`config.mk`:
```
export PLATFORM = sky130hd
export DESIGN_NAME = rv_hazard_unit
export DESIGN_NICKNAME = d
export VERILOG_FILES = /design/src/rtl/rv_hazard_unit.sv
export SDC_FILE = /design/constraint.sdc
export NUM_CORES = 1
export LEC_CHECK = 0
export CORE_MARGIN = 2
export CORE_UTILIZATION = 47
export DETAILED_ROUTE_END_ITERATION = 10
export GPL_TIMING_DRIVEN = 0
export PLACE_DENSITY = 0.79
export SLEW_MARGIN = 20
export SYNTH_ARGS = -nofsm -noshare
export SYNTH_HDL_FRONTEND = slang
export SYNTH_SLANG_ARGS = --single-unit
```
`constraint.sdc`:
```
create_clock -name clk -period 3.35 [get_ports clk]
set_clock_uncertainty 0.1 [all_clocks]
set_input_delay 0.5025 -clock clk [delete_from_list [all_inputs] [get_ports clk]]
set_output_delay 0.5025 -clock clk [all_outputs]
set_load 0.1 [all_outputs]
```
`src/rtl/rv_hazard_unit.sv`:
```
// Pipeline hazard and scheduling controller for the 5-stage RV32 core.
// Produces EX operand forwarding selects, per-stage stall/flush controls for
// load-use, redirect, multi-cycle MDU and data-memory wait hazards, and keeps
// saturating stall/flush event counters.
module rv_hazard_unit #(
    parameter int REG_AW  = 5,
    parameter int MDU_LAT = 4,
    parameter int CNT_W   = 32
) (
    input  logic              clk,
    input  logic              rst,
    input  logic [REG_AW-1:0] id_rs1,
    input  logic [REG_AW-1:0] id_rs2,
    input  logic              id_rs1_used,
    input  logic              id_rs2_used,
    input  logic [REG_AW-1:0] ex_rs1,
    input  logic [REG_AW-1:0] ex_rs2,
    input  logic [REG_AW-1:0] ex_rd,
    input  logic              ex_mem_read,
    input  logic              ex_reg_write,
    input  logic              ex_is_mdu,
    input  logic              redirect,
    input  logic [REG_AW-1:0] mem_rd,
    input  logic              mem_reg_write,
    input  logic              mem_mem_read,
    input  logic [REG_AW-1:0] wb_rd,
    input  logic              wb_reg_write,
    input  logic              dmem_req,
    input  logic              dmem_ready,
    output logic [1:0]        fwd_rs1,
    output logic [1:0]        fwd_rs2,
    output logic              stall_if,
    output logic              stall_id,
    output logic              stall_ex,
    output logic              stall_mem,
    output logic              flush_id,
    output logic              flush_ex,
    output logic              flush_mem,
    output logic              flush_wb,
    output logic              mdu_busy,
    output logic [CNT_W-1:0]  stall_cnt,
    output logic [CNT_W-1:0]  flush_cnt
);

    // Down-counter width; at least one bit even when the MDU is single-cycle.
    localparam int CW = (MDU_LAT > 1) ? $clog2(MDU_LAT) : 1;
    localparam bit HAS_MDU_WAIT = (MDU_LAT > 1);
    // First stall cycle happens in RUN, so MDU_WAIT starts with LAT-2 left.
    localparam logic [CW-1:0] CNT_INIT = CW'((MDU_LAT > 1) ? (MDU_LAT - 2) : 0);

    typedef enum logic {
        RUN,
        MDU_WAIT
    } state_t;

    state_t          state;
    state_t          state_nxt;
    logic [CW-1:0]   cnt;
    logic [CW-1:0]   cnt_nxt;

    logic            dmem_wait;
    logic            mdu_start;
    logic            mdu_hold;
    logic            mdu_stall;
    logic            load_use;

    // MEM ALU result beats WB; a load in MEM never forwards from MEM.
    function automatic logic [1:0] fwd_sel(
        input logic [REG_AW-1:0] rs,
        input logic [REG_AW-1:0] rd_mem,
        input logic              mem_alu_wr,
        input logic [REG_AW-1:0] rd_wb,
        input logic              wb_wr
    );
        if (rs != '0 && mem_alu_wr && rs == rd_mem) begin
            return 2'b01;
        end
        if (rs != '0 && wb_wr && rs == rd_wb) begin
            return 2'b10;
        end
        return 2'b00;
    endfunction

    assign dmem_wait = dmem_req & ~dmem_ready;
    assign mdu_start = HAS_MDU_WAIT & (state == RUN) & ex_is_mdu;
    assign mdu_hold  = (state == MDU_WAIT) & (cnt != '0);
    assign mdu_stall = mdu_start | mdu_hold;
    assign load_use  = ex_mem_read & ex_reg_write & (ex_rd != '0) &
                       ((id_rs1_used & (id_rs1 == ex_rd)) |
                        (id_rs2_used & (id_rs2 == ex_rd)));

    assign mdu_busy = ~rst & (state == MDU_WAIT);

    // EX operand forwarding selects.
    always_comb begin
        // NOTE: every output of a combinational block gets a default first so no path infers a latch.
        fwd_rs1 = 2'b00;
        fwd_rs2 = 2'b00;
        if (!rst) begin
            fwd_rs1 = fwd_sel(ex_rs1, mem_rd, mem_reg_write & ~mem_mem_read, wb_rd, wb_reg_write);
            fwd_rs2 = fwd_sel(ex_rs2, mem_rd, mem_reg_write & ~mem_mem_read, wb_rd, wb_reg_write);
        end
    end

    // Stall/flush arbitration: reset, dmem wait, MDU, redirect, load-use.
    always_comb begin
        stall_if  = 1'b0;
        stall_id  = 1'b0;
        stall_ex  = 1'b0;
        stall_mem = 1'b0;
        flush_id  = 1'b0;
        flush_ex  = 1'b0;
        flush_mem = 1'b0;
        flush_wb  = 1'b0;
        if (rst) begin
            flush_id  = 1'b1;
            flush_ex  = 1'b1;
            flush_mem = 1'b1;
            flush_wb  = 1'b1;
        end else if (dmem_wait) begin
            stall_if  = 1'b1;
            stall_id  = 1'b1;
            stall_ex  = 1'b1;
            stall_mem = 1'b1;
            flush_wb  = 1'b1;
        end else if (mdu_stall) begin
            stall_if  = 1'b1;
            stall_id  = 1'b1;
            stall_ex  = 1'b1;
            flush_mem = 1'b1;
        end else if (redirect) begin
            // EX is never stalled here, so the redirect takes effect now.
            flush_id  = 1'b1;
            flush_ex  = 1'b1;
        end else if (load_use) begin
            stall_if  = 1'b1;
            stall_id  = 1'b1;
            flush_ex  = 1'b1;
        end
    end

    // MDU FSM next state; a dmem wait freezes state and counter.
    always_comb begin
        state_nxt = state;
        cnt_nxt   = cnt;
        if (!dmem_wait) begin
            case (state)
                RUN: begin
                    if (mdu_start) begin
                        state_nxt = MDU_WAIT;
                        cnt_nxt   = CNT_INIT;
                    end
                end
                MDU_WAIT: begin
                    if (cnt != '0) begin
                        cnt_nxt = cnt - CW'(1);
                    end else begin
                        state_nxt = RUN;
                    end
                end
                default: state_nxt = RUN;
            endcase
        end
    end

    // MDU FSM state register.
    always_ff @(posedge clk) begin
        // NOTE: sequential state uses non-blocking assignments so all registers update from pre-edge values.
        if (rst) begin
            state <= RUN;
            cnt   <= '0;
        end else begin
            state <= state_nxt;
            cnt   <= cnt_nxt;
        end
    end

    // Saturating stall and flush event counters.
    always_ff @(posedge clk) begin
        if (rst) begin
            stall_cnt <= '0;
            flush_cnt <= '0;
        end else begin
            if (stall_if && (stall_cnt != {CNT_W{1'b1}})) begin
                stall_cnt <= stall_cnt + CNT_W'(1);
            end
            if ((flush_id || flush_ex) && (flush_cnt != {CNT_W{1'b1}})) begin
                flush_cnt <= flush_cnt + CNT_W'(1);
            end
        end
    end

endmodule

```
=== Word-level counts from Yosys, hierarchy flattened ===
Cells that the tools add are included.
W data, S select, Z words.

* Output and inout port bits: 77
* Register bits after elaboration: 67
* Input bits: 48

* Eq/ne operators: 10
* Multiplexer cells: 47
* Add/sub/neg operators: 3
* Reductions and logical operators: 16
* Bitwise logic cells: 17

{| class="wikitable"
|+ Operator list
! cell !! number
|-
| $add A32 B1 Y32 const B || 2
|-
| $ne A32 B32 Y1 const B || 2
|-
| $mux W1 || 33
|-
| $eq A5 B5 Y1 || 6
|-
| $mux W2 || 12
|-
| $reduce_bool A5 Y1 || 3
|-
| $and A1 B1 Y1 || 10
|-
| $logic_and A1 B1 Y1 || 10
|-
| $not A1 Y1 || 5
|-
| $pmux W2 S2 || 1
|-
| $reduce_and A3 Y1 || 1
|-
| $ne A2 B1 Y1 const B || 1
|-
| $ne A2 B2 Y1 const B || 1
|-
| $or A1 B1 Y1 || 2
|-
| $pmux W1 S2 || 1
|-
| $reduce_bool A2 Y1 || 1
|-
| $sub A2 B1 Y2 const B || 1
|-
| $logic_or A1 B1 Y1 || 1
|}

=== Logic depth before layout (Yosys ltp) ===
Gate-level depths: netlist of the first run.

* Depth after elaboration: 11
* Mapped depth: 10
* Mapped depth without buffers: 9

=== Least setup slack after synthesis of the first run ===
No wires, ideal clock.

* Path type: in2out
* Start point: input port ex_rs1[1]
* End point: output port fwd_rs1[1]
* Path slack: -1.583 ns
* Arrival: 4.330 ns
* Cell stages on the path: 4
* Required time: 2.747 ns
* Path through: or4_1 nor2_1 or4_1 nor4b_1

* Longest elaborated chain between the ends: 9

{| class="wikitable"
|+ RTL lines
! element !! RTL line !! RTL
|-
| start: declaration || 16 || <nowiki>input logic [REG_AW-1:0] ex_rs1,</nowiki>
|-
| $reduce_bool A5 Y1 || 75, 78 ||
|-
| $logic_and A1 B1 Y1 (2 in a row) || 78 || <nowiki>if (rs != '0 && wb_wr && rs == rd_wb) begin</nowiki>
|-
| $mux W1 (2 in a row) || 78 ||
|-
| $mux W1 || 99 || <nowiki>if (!rst) begin</nowiki>
|-
| $mux W2 || 81 || <nowiki>return 2'b00;</nowiki>
|-
| $mux W2 * || 78 ||
|-
| $mux W2 * || 99 ||
|-
| end: declaration || 30 || <nowiki>output logic [1:0] fwd_rs1,</nowiki>
|}

Mark *: on every way between the ends. The rest lies on a longest branch, timed or not. The select of a mux whose other input is x is not followed.

=== Worst setup path in the final report of the first run ===
* Start point: input port ex_rd[0]
* End point: output port flush_ex

* Longest elaborated chain between the ends: 9

{| class="wikitable"
|+ RTL lines
! element !! RTL line !! RTL
|-
| start: declaration || 18 || <nowiki>input logic [REG_AW-1:0] ex_rd,</nowiki>
|-
| $eq A5 B5 Y1, on equally long branches || 89, 90 ||
|-
| $and A1 B1 Y1, on equally long branches || 89, 90 ||
|-
| $or A1 B1 Y1 || 89 || <nowiki>((id_rs1_used & (id_rs1 == ex_rd)) |</nowiki>
|-
| $and A1 B1 Y1 * || 88 || <nowiki>assign load_use = ex_mem_read & ex_reg_write & (ex_rd != '0) &</nowiki>
|-
| $mux W1 * || 135 || <nowiki>end else if (load_use) begin</nowiki>
|-
| $mux W1 * || 131 || <nowiki>end else if (redirect) begin</nowiki>
|-
| $mux W1 * || 126 || <nowiki>end else if (mdu_stall) begin</nowiki>
|-
| $mux W1 * || 120 || <nowiki>end else if (dmem_wait) begin</nowiki>
|-
| $mux W1 * || 115 || <nowiki>if (rst) begin</nowiki>
|-
| end: declaration || 37 || <nowiki>output logic flush_ex,</nowiki>
|}

Mark *: on every way between the ends. The rest lies on a longest branch, timed or not.

==> results of run 1 <==
through the flow:
step,cells,cell area (um2),hold WS [ps]
detailed placement,715,5320,359
CTS,731,5560,383
global route,731,5540,414
global placement,715,5320,342
finish,731,5540,373
floorplan,487,3960,332
critical path: stages:
cell and delay (ps):
sky130_fd_sc_hd__clkdlybuf4s50_1 470, sky130_fd_sc_hd__or3_1 390, sky130_fd_sc_hd__o311a_1 350, sky130_fd_sc_hd__o31a_1 340, sky130_fd_sc_hd__and2_1 180, sky130_fd_sc_hd__clkdlybuf4s15_2 460
power breakdown:
group	internal [mW]	leakage, nW	switching [mW]
clock network	0.516	0.126	0.338
registers	0.804	0.540	0.00986
logic	0.129	1.13	0.230
total	1.45	1.80	0.578
registers in the layout (all words and copies together) (netlist names):
register	cells
state	1
cnt	2
flush_cnt	32
stall_cnt	32
synthesized netlist by cell type (2+ instances only):
cell / instances / share of area
sky130_fd_sc_hd__and3_1: 9 / 0.014
sky130_fd_sc_hd__nor2b_1: 17 / 0.027
sky130_fd_sc_hd__dfxtp_1: 67 / 0.34
sky130_fd_sc_hd__mux2_1: 2 / 0.0057
sky130_fd_sc_hd__buf_1: 2 / 0.0019
sky130_fd_sc_hd__nor4_1: 11 / 0.017
sky130_fd_sc_hd__mux2i_1: 4 / 0.010
sky130_fd_sc_hd__nand3_1: 27 / 0.034
sky130_fd_sc_hd__nand4_1: 23 / 0.036
sky130_fd_sc_hd__nor4b_1: 2 / 0.0044
sky130_fd_sc_hd__o21ai_0: 20 / 0.025
sky130_fd_sc_hd__xnor2_1: 23 / 0.051
sky130_fd_sc_hd__nor2_1: 37 / 0.035
sky130_fd_sc_hd__o41ai_1: 2 / 0.0044
sky130_fd_sc_hd__or4_1: 24 / 0.046
sky130_fd_sc_hd__xor2_1: 12 / 0.027
sky130_fd_sc_hd__mux2_2: 10 / 0.029
sky130_fd_sc_hd__or2_2: 3 / 0.0048
sky130_fd_sc_hd__buf_2: 2 / 0.0025
sky130_fd_sc_hd__buf_6: 4 / 0.011
sky130_fd_sc_hd__nand2b_1: 9 / 0.014
sky130_fd_sc_hd__nor3_1: 7 / 0.0089
sky130_fd_sc_hd__ha_1: 3 / 0.0095
sky130_fd_sc_hd__o31ai_1: 22 / 0.042
sky130_fd_sc_hd__or4_4: 2 / 0.0057
sky130_fd_sc_hd__nand2_1: 31 / 0.030
sky130_fd_sc_hd__nor3b_1: 2 / 0.0038
sky130_fd_sc_hd__a21oi_1: 43 / 0.055
sky130_fd_sc_hd__a21o_1: 2 / 0.0038
sky130_fd_sc_hd__clkbuf_1: 17 / 0.016
sky130_fd_sc_hd__and4_1: 4 / 0.0089
sky130_fd_sc_hd__or3_1: 20 / 0.032
sky130_fd_sc_hd__nand4b_1: 2 / 0.0044
sky130_fd_sc_hd__inv_1: 8 / 0.0076
routing by layer:
layer | GRT usage | vias up | wire length (um)
met2 | 0.485 | 205 | 6040
met5 | 0 | - | 0
met4 | 0.0905 | 0 | 219
li1 | - | 2086 | -
met3 | 0.0577 | 28 | 1080
met1 | 0.333 | 2091 | 4930
cell type report:
type	count	area, um2
fillers	678	2630
inverters	9	33.8
repair buffers	123	1200
clock inverters	6	113
multi-input cells	385	2450
plain buffers	26	134
well taps	105	131
flip-flops and latches	67	1340
clock buffers	10	138
worst min-delay path by stage:
stage | start | endpoint | cells after the start
3_5_place_dp | cnt[1] | cnt[1] | 2
6_report | cnt[1] | cnt[1] | 2
4_1_cts | cnt[1] | cnt[1] | 2
3_3_place_gp | cnt[1] | cnt[1] | 2
5_1_grt | cnt[1] | cnt[1] | 2
2_1_floorplan | cnt[1] | cnt[1] | 2
cell families (layout without fill, tap and decap cells):
family / Yosys count / count (layout)
adder cells (fa/ha/maj): 3 / 3
XOR/XNOR: 35 / 35
flip-flops: 67 / 67
multiplexers: 16 / 16
AND/OR/NAND/NOR: 234 / 234
AO/OA/AOI/OAI: 97 / 97
buffers and inverters: 35 / 174
timing repair:
| action | in CTS | in global routing |
|---|---|---|
| pin swaps | 0 | 0 |
| endpoints found under the setup margin | 11 | 8 |
| cloned | 0 | 0 |
| resized for setup | 17 | 14 |
| hold endpoints to repair | 0 | 0 |
| setup buffers | 0 | 0 |
| hold buffers | 0 | 0 |
==> Implementation_results.wiki, run 1 <==
{| class="wikitable"
! Metric !! Value
|-
| Remaining DRCs || 0
|-
| Clock H-tree levels || 3
|-
| Maximum clock rate || around 300 MHz
|-
| Endpoint required time on the critical path || 2750 ps
|-
| Top library cells by usage in the layout, fill and taps aside || 111 x sky130_fd_sc_hd__clkdlybuf4s50_1, 67 x sky130_fd_sc_hd__dfxtp_1, 43 x sky130_fd_sc_hd__a21oi_1, 37 x sky130_fd_sc_hd__nor2_1, 31 x sky130_fd_sc_hd__nand2_1
|-
| Clock latency reported for the late side of the worst-skew pair || 350 ps
|-
| Total standard cell area after synthesis || 3940 um2
|-
| Worst reg2reg path startpoint || stall_cnt[0]
|-
| Main combinational cell family by area after synthesis || simple AND/OR/NAND/NOR gates
|-
| Growth of design area from synthesis to finish || 40.6%
|-
| Total of max-cap violations || 0
|-
| Initial antenna violation count || 0
|-
| Clock tree from TritonCTS || built
|-
| Reg2Reg Depth || 8
|-
| Most frequently used flop master after synthesis || sky130_fd_sc_hd__dfxtp_1
|-
| Largest voltage drop on the vdd net || roughly 230 uV
|-
| Ratio of cells with drive above 1 in the final layout || 0.0863
|-
| Vias after detailed routing || about 4400
|-
| Count of TritonRoute iterations in the first routing pass || 4
|-
| Fin crit share || 0.985
|-
| Most frequent standard cell in the layout excluding fill and tap cells || sky130_fd_sc_hd__clkdlybuf4s50_1
|-
| Netlist cell types || 48
|-
| Initial cell density of the core || 0.482
|-
| Wire length of the first global-routing pass || 20000 um
|-
| Clock-pin slew reported for the worst setup and hold paths after clock tree synthesis || roughly 70 ps
|-
| Area share of xor/xnor cells in the synthesized design || 0.0778
|-
| Post-Synth Adder-Cell Area || 0.00952
|-
| Worst R2R End || stall_cnt[22]
|-
| Share of synthesized area spent on multiplexers || 0.0444
|-
| Critical Path Sink Type || primary output
|-
| GPL Wtd Cong || 0.913
|-
| I/O Pins || 125
|-
| Number of buffers inserted during clock tree synthesis || 9
|-
| Core region area || 8180 um2
|-
| Final hold vios || 0
|-
| Total of warnings raised by yosys || 0
|-
| Beginning of the critical path || ex_rd[0]
|-
| GRT Resource Usage Total || 0.276
|-
| Average instance area after synthesis || 8.10 um2
|-
| Die outline area || just over 9000 um2
|-
| Category of the worst setup path launch point || input pin
|-
| Worst setup slack after layout || a little over 50 ps
|-
| Synth Area in Compound Gates || 0.149
|-
| WL per Instance || approximately 17 um
|-
| Total count of max-transition violations in the final report || 0
|-
| Final antenna-violating net count || 0
|-
| Final setup viols || 0
|-
| Path type of the worst setup path || input pin to primary output
|-
| Post-layout power || 2.03 mW
|-
| Antenna Diode Count || 0
|-
| Root buffer cell || sky130_fd_sc_hd__clkbuf_8
|-
| Status || complete, no violations
|-
| Number of buffer cells added on primary ports || between 100 and 150
|-
| Sum Neg Setup Slack || 0 ps
|-
| Placement row count || 33
|-
| Detailed Place HPWL || 8890 um
|-
| Sequential area share after synthesis || 0.340
|-
| Area share of and/or/nand/nor cells after synthesis || 0.337
|-
| Overall overflow remaining after global route || 0
|-
| Proportion of synthesized flip-flops having asynchronous set or reset || 0
|-
| Die height || 95.6 um
|-
| Final critical delay including setup and external delays || 3300 ps
|-
| Flip-flop and latch count after synthesis || 67
|-
| Via count of the first global-routing pass || 4213
|-
| Clock sink count || 67
|-
| Path class of the lowest-slack min-delay path || flop to flop
|-
| Max-slew headroom || 0.328
|-
| Least-Margin Pin Slew || between 1000 and 1500 ps
|-
| Vias per cell || about 6
|-
| NumNets Final || 672
|-
| Cell count after synthesis || 487
|-
| CP max FO || 5
|-
| Share of the core filled with cells in the final layout || 0.678
|-
| Sum of routed wire length over all layers || 12300 um
|-
| First-iteration detailed-routing DRC count || approximately 200
|-
| Number of buffers on the longest clock path || 2
|-
| Pin count of the biggest net entering global routing || 13
|-
| RSZ-0062 raised after global routing || false
|-
| Areal power density over the cells || roughly 370 nW/um2
|-
| Number of flops mapped to enable cells by yosys || 0
|-
| Register-to-Register Setup Slack || 550 ps
|-
| Horiz. Die Dim || 95.6 um
|-
| Leak || about 1.8 nW
|-
| Worst setup path endpoint || flush_ex
|-
| Worst Setup Slack post-DPL || -522 ps
|-
| Worst endpoint data arrival time || 2700 ps
|-
| Post-Synthesis Net Count || 538
|}
No activity file was read; power rests on OpenSTA's default activity.
==> inputs of run 2 (changes only) <==
--- a/config.mk
+++ b/config.mk
@@ -9,7 +9,9 @@
 export CORE_UTILIZATION = 47
 export DETAILED_ROUTE_END_ITERATION = 10
 export GPL_TIMING_DRIVEN = 0
+export HOLD_SLACK_MARGIN = 0.08
 export PLACE_DENSITY = 0.79
+export SETUP_SLACK_MARGIN = 0.4
 export SLEW_MARGIN = 20
 export SYNTH_ARGS = -nofsm -noshare
 export SYNTH_HDL_FRONTEND = slang
==> Implementation_results.wiki, run 2 (synthesized netlist as in run 1, its figures left out) <==
{| class="wikitable"
! Metric !! Value
|-
| WL per Instance || 16.6 um
|-
| Maximum clock rate || 341 MHz
|-
| Clock latency reported for the late side of the worst-skew pair || between 300 and 400 ps
|-
| Worst endpoint data arrival time || 2330 ps
|-
| Wire length of the first global-routing pass || 20100 um
|-
| First-iteration detailed-routing DRC count || between 150 and 200
|-
| Number of buffer cells added on primary ports || roughly 120
|-
| Areal power density over the cells || 358 nW/um2
|-
| NumNets Final || 674
|-
| Post-layout power || 2.01 mW
|-
| Area post-placement || 5350 um2
|-
| Final-layout fill cell count || 669
|-
| Ratio of cells with drive above 1 in the final layout || 0.139
|-
| Die height || 95.6 um
|-
| Pin count of the biggest net entering global routing || 13
|-
| Initial cell density of the core || 0.482
|-
| Final hold vios || 0
|-
| Antenna Diode Count || 0
|-
| Status || complete, no violations
|-
| Cell count after placement || 715
|-
| Detailed Place HPWL || ~9300 um
|-
| Cell repeated most along the worst path || sky130_fd_sc_hd__or4_1
|-
| Clock sink count || 67
|-
| Horiz. Die Dim || 95.6 um
|-
| Sum of routed wire length over all layers || 12200 um
|-
| Beginning of the critical path || ex_rs1[1]
|-
| Register-to-Register Setup Slack || 620 ps
|-
| Bufs and invs on worst path || 2
|-
| Final antenna-violating net count || 0
|-
| Instance count on the critical path || 6
|-
| Path type of the worst setup path || input pin to primary output
|-
| Endpoint required time on the critical path || 2750 ps
|-
| Clock power frac || 0.412
|-
| Sum Neg Setup Slack || 0 ps
|-
| Category of the worst setup path launch point || input pin
|-
| GPL Wtd Cong || 0.879
|-
| Root buffer cell || sky130_fd_sc_hd__clkbuf_8
|-
| Initial antenna violation count || 0
|-
| Growth of design area from synthesis to finish || 42.5%
|-
| Registers with the most flip-flops || flush_cnt x32, stall_cnt x32, cnt x2
|-
| Placement row count || 33
|-
| Total count of max-transition violations in the final report || 0
|-
| Core region area || 8180 um2
|-
| Most frequent standard cell in the layout excluding fill and tap cells || sky130_fd_sc_hd__clkdlybuf4s50_1
|-
| I/O Pins || 125
|-
| Critical Path Sink Type || primary output
|-
| Part of the total power dissipated in combinational logic || 0.184
|-
| Clock tree from TritonCTS || built
|-
| GRT Resource Usage Total || 0.281
|-
| Path class of the lowest-slack min-delay path || flop to flop
|-
| Die outline area || 9140 um2
|-
| Switching part of the total || 0.286
|-
| Flop pwr share || 0.404
|-
| Crit path cell chain || clkdlybuf4s50_1, or4_1, nor2_2, or4_1, nor4b_4, buf_6
|-
| Leak || 1.84 nW
|-
| Clock-pin slew reported for the worst setup and hold paths after clock tree synthesis || 70 ps
|-
| Final critical delay including setup and external delays || 2930 ps
|-
| Clock H-tree levels || 3
|-
| Max-slew headroom || 0.317
|-
| Share of the core filled with cells in the final layout || 0.687
|-
| Number of buffers inserted during clock tree synthesis || 9
|-
| Slowest cell delay on critical path || between 500 and 600 ps
|-
| Vias after detailed routing || 4314
|-
| CP delay by family, top || simple AND/OR/NAND/NOR gates
|-
| Worst reg2reg path startpoint || stall_cnt[0]
|-
| Total of max-cap violations || 0
|-
| Worst setup path endpoint || fwd_rs1[1]
|-
| Count of TritonRoute iterations in the first routing pass || 5
|-
| RSZ-0062 raised after global routing || true
|-
| Final standard cell area without fillers || roughly 5600 um2
|-
| Highest-delay cell along the critical path || sky130_fd_sc_hd__or4_1
|-
| Least-Margin Pin Slew || ~1000 ps
|-
| Reg2Reg Depth || 8
|-
| Number of buffers on the longest clock path || 2
|-
| Remaining DRCs || 0
|-
| Final setup viols || 0
|-
| Overall overflow remaining after global route || 0
|-
| Net Switching || 0.577 mW
|-
| Via count of the first global-routing pass || 4215
|-
| CP max FO || 3
|-
| Top library cells by usage in the layout, fill and taps aside || 107 x sky130_fd_sc_hd__clkdlybuf4s50_1, 49 x sky130_fd_sc_hd__dfxtp_1, 43 x sky130_fd_sc_hd__a21oi_1, 34 x sky130_fd_sc_hd__nor2_1, 31 x sky130_fd_sc_hd__nand2_1
|-
| Non-filler instance count after layout || 733
|-
| Worst R2R End || stall_cnt[20]
|-
| Cell-internal power || 1.44 mW
|-
| Largest voltage drop on the vdd net || 234 uV
|-
| Fin crit share || 0.875
|-
| Vias per cell || approximately 6
|}
run 2: cell count changes in the layout (fill, tap and decap cells not counted), moves of 2 or more:
cell,change
sky130_fd_sc_hd__nor2b_1,-2
sky130_fd_sc_hd__clkdlybuf4s15_2,+2
sky130_fd_sc_hd__clkbuf_4,+2
sky130_fd_sc_hd__clkdlybuf4s50_1,-4
sky130_fd_sc_hd__nor2b_2,+2
sky130_fd_sc_hd__dlygate4sd2_1,+2
sky130_fd_sc_hd__dfxtp_2,+18
sky130_fd_sc_hd__nor2_1,-3
sky130_fd_sc_hd__buf_4,+2
sky130_fd_sc_hd__buf_2,+2
sky130_fd_sc_hd__clkbuf_1,-3
sky130_fd_sc_hd__nor2_2,+3
sky130_fd_sc_hd__buf_6,+2
sky130_fd_sc_hd__dfxtp_1,-18
run 2: repair_timing:
action / CTS / global route
resized for setup: 54 / 17
pin swaps: 2 / 1
hold buffers: 0 / 0
setup buffers: 2 / 0
setup endpoints to repair: 13 / 18
run 2: per-layer routing:
metal | share of wire | global-route usage | wire length, um | vias up
met5 | 0 | 0 | 0 | -
met4 | 0.024 | 0.0786 | 291 | 0
met2 | 0.49 | 0.485 | 6000 | 172
li1 | - | - | - | 2091
met3 | 0.069 | 0.0696 | 847 | 35
met1 | 0.41 | 0.346 | 5050 | 2016
run 2: tightest hold or removal path: stages (launching register included):
cell                      delay [ps]
sky130_fd_sc_hd__dfxtp_1         310
sky130_fd_sc_hd__nand2_1          50
sky130_fd_sc_hd__a21oi_1          50
run 2: how the worst min path moves through the flow:
stage / startpoint / end / depth (start not counted) / slack (ps)
floorplan: cnt[1] / cnt[1] / 2 / 330
global placement: cnt[1] / cnt[1] / 2 / 340
detailed placement: cnt[1] / cnt[1] / 2 / 350
CTS: cnt[1] / cnt[1] / 2 / 360
global route: cnt[1] / cnt[1] / 2 / 400
finish: cnt[1] / cnt[1] / 2 / 360
run 2: layout make-up:
| type | instances | area, um2 | area share |
|---|---|---|---|
| Buffer | 26 | 140 | 0.0249 |
| Clock buffer | 10 | 128 | 0.0227 |
| Clock inverter | 6 | 113 | 0.0200 |
| Inverter | 9 | 33.8 | 0.00601 |
| Multi-Input combinational cell | 385 | 2470 | 0.439 |
| Sequential cell | 67 | 1360 | 0.243 |
| Tap cell | 105 | 131 | 0.0234 |
| Timing Repair Buffer | 125 | 1240 | 0.221 |
run 2: metrics by stage:
step / setup slack [ps] / hold WS (ps)
after global routing: 312 / 404
after global placement: -524 / 342
after CTS: 297 / 356
after floorplan: 337 / 332
final: 418 / 357
after detailed placement: -558 / 347
run 2: power groups by stage:
| stage | sequential, mW | clock (mW) | combinational (mW) |
|---|---|---|---|
| CTS | 0.813 | 0.835 | 0.369 |
| global placement | 0.831 | 0 | 0.360 |
| detailed placement | 0.832 | 0 | 0.367 |
| floorplan | 0.865 | 0 | 0.196 |
| finish | 0.814 | 0.829 | 0.372 |
| global route | 0.814 | 0.869 | 0.396 |
